`src/rtl/digit_scan_ctrl_pkg.sv`:
```
// Shared constants for the digit scan path: scan state encoding and digit count.
// Used by the scan controller, the 2-to-4 digit decoder and the display data path.
package digit_scan_ctrl_pkg;

    localparam int NUM_DIGITS = 4;
    localparam int SEL_W      = 2;

    typedef enum logic [1:0] {
        IDLE  = 2'd0,
        SHOW  = 2'd1,
        BLANK = 2'd2
    } scan_state_t;

endpackage

```
`src/rtl/digit_scan_ctrl_prescaler.sv`:
```
// Loadable up/down slot counter with a terminal-count flag.
// tc_next is the flag the counter will present after the coming edge, which lets the
// controller register its slot-end outputs one cycle ahead without re-deriving the count.
module scan_prescaler #(
    parameter int W = 2
) (
    input  logic         clk,
    input  logic         rst,
    input  logic         load,
    input  logic         up,
    input  logic [W-1:0] load_value,
    input  logic [W-1:0] term,
    output logic [W-1:0] count,
    output logic         tc,
    output logic         tc_next
);

    logic [W-1:0] count_d;

    // Next count: reload takes priority, otherwise step in the requested direction.
    always_comb begin
        count_d = count;
        if (load) begin
            count_d = load_value;
        end else if (up) begin
            count_d = count + 1'b1;
        end else begin
            count_d = count - 1'b1;
        end
        tc_next = (count_d == term);
    end

    // Count register and registered terminal-count flag for the current slot.
    always_ff @(posedge clk) begin
        if (rst) begin
            count <= '0;
            tc    <= 1'b0;
        end else begin
            count <= count_d;
            tc    <= tc_next;
        end
    end

endmodule

```
`src/rtl/digit_scan_ctrl.sv`:
```
// Time-multiplexing scan controller for the 2-to-4 digit decoder.
// Steps through enabled digit positions, one SHOW slot of DIV cycles each, with
// registered tick / frame_done pulses on the last SHOW cycle.
// Optional feature: define SCAN_BLANK_EN to insert a BLANK slot of BLANK_CYC cycles
// after every SHOW slot; without it SHOW follows SHOW directly and blank stays low
// outside IDLE.
module digit_scan_ctrl
    import digit_scan_ctrl_pkg::*;
#(
    parameter int DIV       = 50000,
    parameter int BLANK_CYC = 16
) (
    input  logic       clk,
    input  logic       rst,
    input  logic       en,
    input  logic [3:0] digit_mask,
    output logic       s0,
    output logic       s1,
    output logic       blank,
    output logic       tick,
    output logic       frame_done
);

    localparam int MAX_CNT = (DIV > BLANK_CYC) ? DIV : BLANK_CYC;
    localparam int CW      = (MAX_CNT <= 1) ? 1 : $clog2(MAX_CNT);

    scan_state_t      state;
    scan_state_t      state_n;
    logic [SEL_W-1:0] index;
    logic [SEL_W-1:0] index_n;
    logic [SEL_W-1:0] adv_index;
    logic [SEL_W-1:0] first_index;
    logic             blank_d;
    logic             tick_d;
    logic             frame_done_d;

    logic             cnt_load;
    logic [CW-1:0]    cnt_term;
    logic [CW-1:0]    cnt_count;
    logic             cnt_tc;
    logic             cnt_tc_next;

    // Next enabled digit after cur in ascending order, wrapping 3->0; cur itself if it
    // is the only one enabled. Starting from 3 this yields the lowest enabled digit.
    function automatic logic [SEL_W-1:0] next_index(input logic [SEL_W-1:0] cur,
                                                    input logic [NUM_DIGITS-1:0] mask);
        logic [SEL_W-1:0] result;
        logic [SEL_W-1:0] idx;
        logic             found;
        result = cur;
        found  = 1'b0;
        for (int step = 1; step <= NUM_DIGITS; step++) begin
            idx = cur + SEL_W'(step);
            if (!found && mask[idx]) begin
                result = idx;
                found  = 1'b1;
            end
        end
        return result;
    endfunction

    assign adv_index   = next_index(index, digit_mask);
    assign first_index = next_index(SEL_W'(NUM_DIGITS - 1), digit_mask);

    scan_prescaler #(
        .W(CW)
    ) u_prescaler (
        .clk        (clk),
        .rst        (rst),
        .load       (cnt_load),
        .up         (1'b1),
        .load_value ('0),
        .term       (cnt_term),
        .count      (cnt_count),
        .tc         (cnt_tc),
        .tc_next    (cnt_tc_next)
    );

    // Next state, next index, counter control and next values of the registered outputs.
    always_comb begin
        state_n  = state;
        index_n  = index;
        cnt_load = 1'b1;
        case (state)
            IDLE: begin
                if (en && (digit_mask != '0)) begin
                    state_n = SHOW;
                    index_n = first_index;
                end
            end
            SHOW: begin
                if (cnt_tc) begin
                    index_n = adv_index;
`ifdef SCAN_BLANK_EN
                    state_n = BLANK;
`else
                    state_n = SHOW;
`endif
                end else begin
                    cnt_load = 1'b0;
                end
            end
            BLANK: begin
                if (cnt_tc) begin
                    state_n = SHOW;
                end else begin
                    cnt_load = 1'b0;
                end
            end
            default: begin
                state_n = IDLE;
            end
        endcase

        if (!en) begin
            state_n  = IDLE;
            index_n  = index;
            cnt_load = 1'b1;
        end

        cnt_term     = (state_n == BLANK) ? CW'(BLANK_CYC - 1) : CW'(DIV - 1);
        tick_d       = (state_n == SHOW) && cnt_tc_next;
        frame_done_d = tick_d && (next_index(index_n, digit_mask) <= index_n);
        blank_d      = (state_n != SHOW);
    end

    // State, select index and all outputs are registered.
    always_ff @(posedge clk) begin
        if (rst) begin
            state      <= IDLE;
            index      <= '0;
            blank      <= 1'b1;
            tick       <= 1'b0;
            frame_done <= 1'b0;
        end else begin
            state      <= state_n;
            index      <= index_n;
            blank      <= blank_d;
            tick       <= tick_d;
            frame_done <= frame_done_d;
        end
    end

    assign s0 = index[0];
    assign s1 = index[1];

endmodule

```
`config.mk`:
```
export PLATFORM = sky130hd
export DESIGN_NAME = digit_scan_ctrl
export DESIGN_NICKNAME = d
export VERILOG_FILES = /design/src/rtl/digit_scan_ctrl_pkg.sv /design/src/rtl/digit_scan_ctrl_prescaler.sv /design/src/rtl/digit_scan_ctrl.sv
export SDC_FILE = /design/constraint.sdc
export NUM_CORES = 1
export LEC_CHECK = 0
export ABC_AREA = 1
export ABC_CLOCK_PERIOD_IN_PS = 2700
export CAP_MARGIN = 20
export CORE_MARGIN = 2
export CORE_UTILIZATION = 35
export DETAILED_ROUTE_END_ITERATION = 10
export PLACE_DENSITY = 0.55
export SETUP_SLACK_MARGIN = 0.02
export SLEW_MARGIN = 30
export SYNTH_ARGS = -nofsm -noshare
export SYNTH_HDL_FRONTEND = slang
export SYNTH_SLANG_ARGS = --single-unit
```
`constraint.sdc`:
```
create_clock -name clk -period 2.7 [get_ports clk]
set_clock_uncertainty 0.1 [all_clocks]
set_input_delay 0.27 -clock clk [delete_from_list [all_inputs] [get_ports clk]]
set_output_delay 0.27 -clock clk [all_outputs]
set_load 0.01 [all_outputs]
```
==> summary.txt <==
Logic synthesis
  – Syn_area_per_cell: 6.24 sq um
  – Post-synthesis sequential area ratio: 0.271
  – Most numerous cell in the Yosys netlist: nand2_1
  – Synth area leaders: dfxtp_1, nand2_1, nor2_1, inv_1, nand3_1
  – Syn Std Cell Area: around 0.0018 sq mm
  – Top cell type's share of synthesized area: 0.271
  – Post-synth ARST share: 0
  – Mapped Cells: 284
  – Post-synth EDFFs: 0
  – Yosys cell types: 31
  – Commonest cells in the synthesized netlist: nand2_1, nor2_1, inv_1, nand3_1, dfxtp_1
  – Synth area leader: dfxtp_1
  – Ys flop type: dfxtp_1
  – Register bit total from synthesis: 24
  – Net count after synthesis: between 200 and 300
  – Warnings from Yosys: 0

Floorplanning
  – Initial Utilization: 0.368
  – Die H: 75.1 um
  – FP Rows: 25
  – Core area: 0.00482 sq mm
  – Die W: between 70 and 80 um
  – # IOs: 12
  – Total die area: 0.00565 sq mm

Drt
  – Violation count after the first detailed-route iteration: 77
  – Post-route ant nets: 0
  – Vias/cell: 4.61
  – Drt total wl: about 4000 um
  – 1st-pass router iterations: 4
  – Via count: 1849
  – DRC Markers: 0
  – DR WL/cell: 10.2 um

Status
  – Failing checks: negative setup slack
  – Status: finished with violations

GRT
  – First-pass GRT wire length: between 7000 and 8000 um
  – Gr usage total: 0.156
  – Largest net degree at the start of global routing: 15
  – GRT overflow: 0
  – Vias in the first global route: 1680
  – Antenna violations before repair: 0

STA
  – Final worst path period need: 2820 ps
  – Setup WS post-layout: -115 ps
  – RSZ-0062 raised after global routing: yes
  – Tcrit/Tclk final: 1.04
  – Slew margin rel.: 0.745
  – Slew of the pin with the lowest slew margin: 381 ps
  – # setup viols final: 1
  – Final Max Tran Viols: 0
  – Fmax: 0.355 GHz
  – Final hold vios: 0

Final layout
  – Area Overhead vs Synth: 34.7%
  – Layout Nets: 348
  – # diodes: 0
  – Share of layout cells above drive strength 1: 0.272
  – Fin cells: between 400 and 500

Hold path
  – Hold WC Path Type: register to register

Placed design
  – Post-place setup slack: -564 ps
  – RD Place Congestion: 0.839
  – HPWL Detailed: 3230 um
  – Placed cells: 395
  – # port buffers: 11

Power and ir drop
  – LEAKAGE: 1.08 nW
  – Max IR drop VDD: around 0.33 mV
  – Power per cell area: 420 mW/mm^2

Clocking
  – Clock Path Buffers: 2
  – Total CTS buffers: 3
  – TritonCTS clock tree: built
  – Worst-skew pair later-pin latency: 260 ps
  – Hold Buf Count CTS: 0
  – Clock root buffer: clkbuf_8
  – Clock slew at reported path FFs: 90 ps
  – Clock sink total: 24
  – H-tree depth: 1

Setup path
  – Crit path launch type: register
  – CP max FO: 7
  – Required time of the worst setup path: between 2000 and 3000 ps
  – Critical path arrival: 2910 ps
  – Crit path kind: register to register
  – CP endpoint kind: register

Job
  – Max Cap Viol: 0
==> metrics by stage <==
stage	power, mW	util	cell area [sq um]	hold slack, ps	setup TNS, ps
after floorplan	0.559	-	1780	253	0
after global placement	0.665	0.462	2230	378	-531
after global routing	1.06	0.496	2390	415	-302
final	1.00	0.496	2390	396	-115
after CTS	0.984	0.481	2320	397	-160
after detailed placement	0.664	0.462	2230	385	-564
==> final timing paths <==
kind,startpoint,endpoint,slack (ps),cells past startpoint
worst max-delay path,index[0]$_SDFF_PP0_,frame_done$_SDFF_PP0_,-120,23
worst min-delay path,u_prescaler.count[0]$_SDFF_PP0_,u_prescaler.count[0]$_SDFF_PP0_,400,1
worst max register to register,index[0]$_SDFF_PP0_,frame_done$_SDFF_PP0_,-120,23
worst min register to register,u_prescaler.count[0]$_SDFF_PP0_,u_prescaler.count[0]$_SDFF_PP0_,400,1
==> cell families (layout without fill, tap and decap cells) <==
group                      count (synthesis)  after routing  synth area share
buffers and inverters                     45             95             0.100
adders and majority gates                  6              6            0.0424
and+or+nand+nor                          176            176             0.475
AOI/OAI and AO/OA                         33             33             0.111
DFF                                       24             24             0.271
==> power by group <==
| part | switching (mW) | internal, mW | leakage, nW | total (mW) |
|---|---|---|---|---|
| sequential | 0.00594 | 0.358 | 0.195 | 0.364 |
| clock | 0.116 | 0.198 | 0.0357 | 0.314 |
| combinational | 0.173 | 0.151 | 0.845 | 0.324 |
| total | 0.295 | 0.707 | 1.08 | 1.00 |
==> layout make-up <==
class                   instances  area (sq um)
fillers                       496          2430
multi-input cells             215          1180
flip-flops and latches         24           485
repair buffers                 51           409
inverters                      40           153
well taps                      67          83.8
clock buffers                   3          41.3
clock inverters                 1          30.0
==> timing repair <==
item | in CTS | in global routing
setup buffers | 1 | 1
gates resized for setup | 9 | 17
endpoints found under the setup margin | 1 | 3
pin swaps | 9 | 7
==> metal layers <==
metal	share of wire	up-vias	routed length, um	GRT usage
met2	0.43	22	1750	0.233
met5	0	-	0	0
met4	0.0051	0	21	0.0390
li1	-	1017	-	-
met3	0.027	2	110	0.0281
met1	0.54	808	2210	0.231
==> cells in the final DEF (no fill, tap or decap), types with 2 or more instances in the layout <==
| cell type | count |
|---|---|
| nor2_1 | 32 |
| a21oi_4 | 2 |
| a31oi_1 | 3 |
| ha_1 | 5 |
| inv_1 | 35 |
| nor3_1 | 7 |
| o21ai_0 | 9 |
| nand4_1 | 7 |
| dfxtp_1 | 22 |
| clkdlybuf4s50_1 | 7 |
| nand2_2 | 15 |
| inv_2 | 4 |
| nand3_1 | 24 |
| o211ai_1 | 2 |
| nand3_2 | 4 |
| buf_4 | 39 |
| nand2_4 | 5 |
| clkbuf_8 | 3 |
| nor4_1 | 2 |
| and3_1 | 2 |
| dlygate4sd2_1 | 4 |
| o21ai_1 | 3 |
| a21oi_2 | 2 |
| nand2_1 | 68 |
| a21oi_1 | 8 |
| nor2_2 | 6 |
==> state kept, by name (all words and copies together) (netlist names) <==
| register | count |
|---|---|
| blank | 1 |
| frame_done | 1 |
| index | 2 |
| state | 2 |
| tick | 1 |
| u_prescaler.count | 16 |
| u_prescaler.tc | 1 |
==> worst max-delay path, stage by stage (launching register included) <==
cell,delay [ps]
dfxtp_4,390
buf_4,140
nand2_2,60
nand2_2,70
nand2_2,100
nand2_4,70
inv_2,50
nand3_2,50
nand2_1,60
nand2_1,50
nand2_1,60
nand3_2,80
nand2_4,90
nand2_4,80
nand2_8,80
nand2_2,50
and2_4,170
o21ai_4,170
nand3_2,130
a21oi_2,170
ha_4,220
a21oi_2,110
a21oi_1,50
nor3_1,120
(Power assumes the default switching activity.)
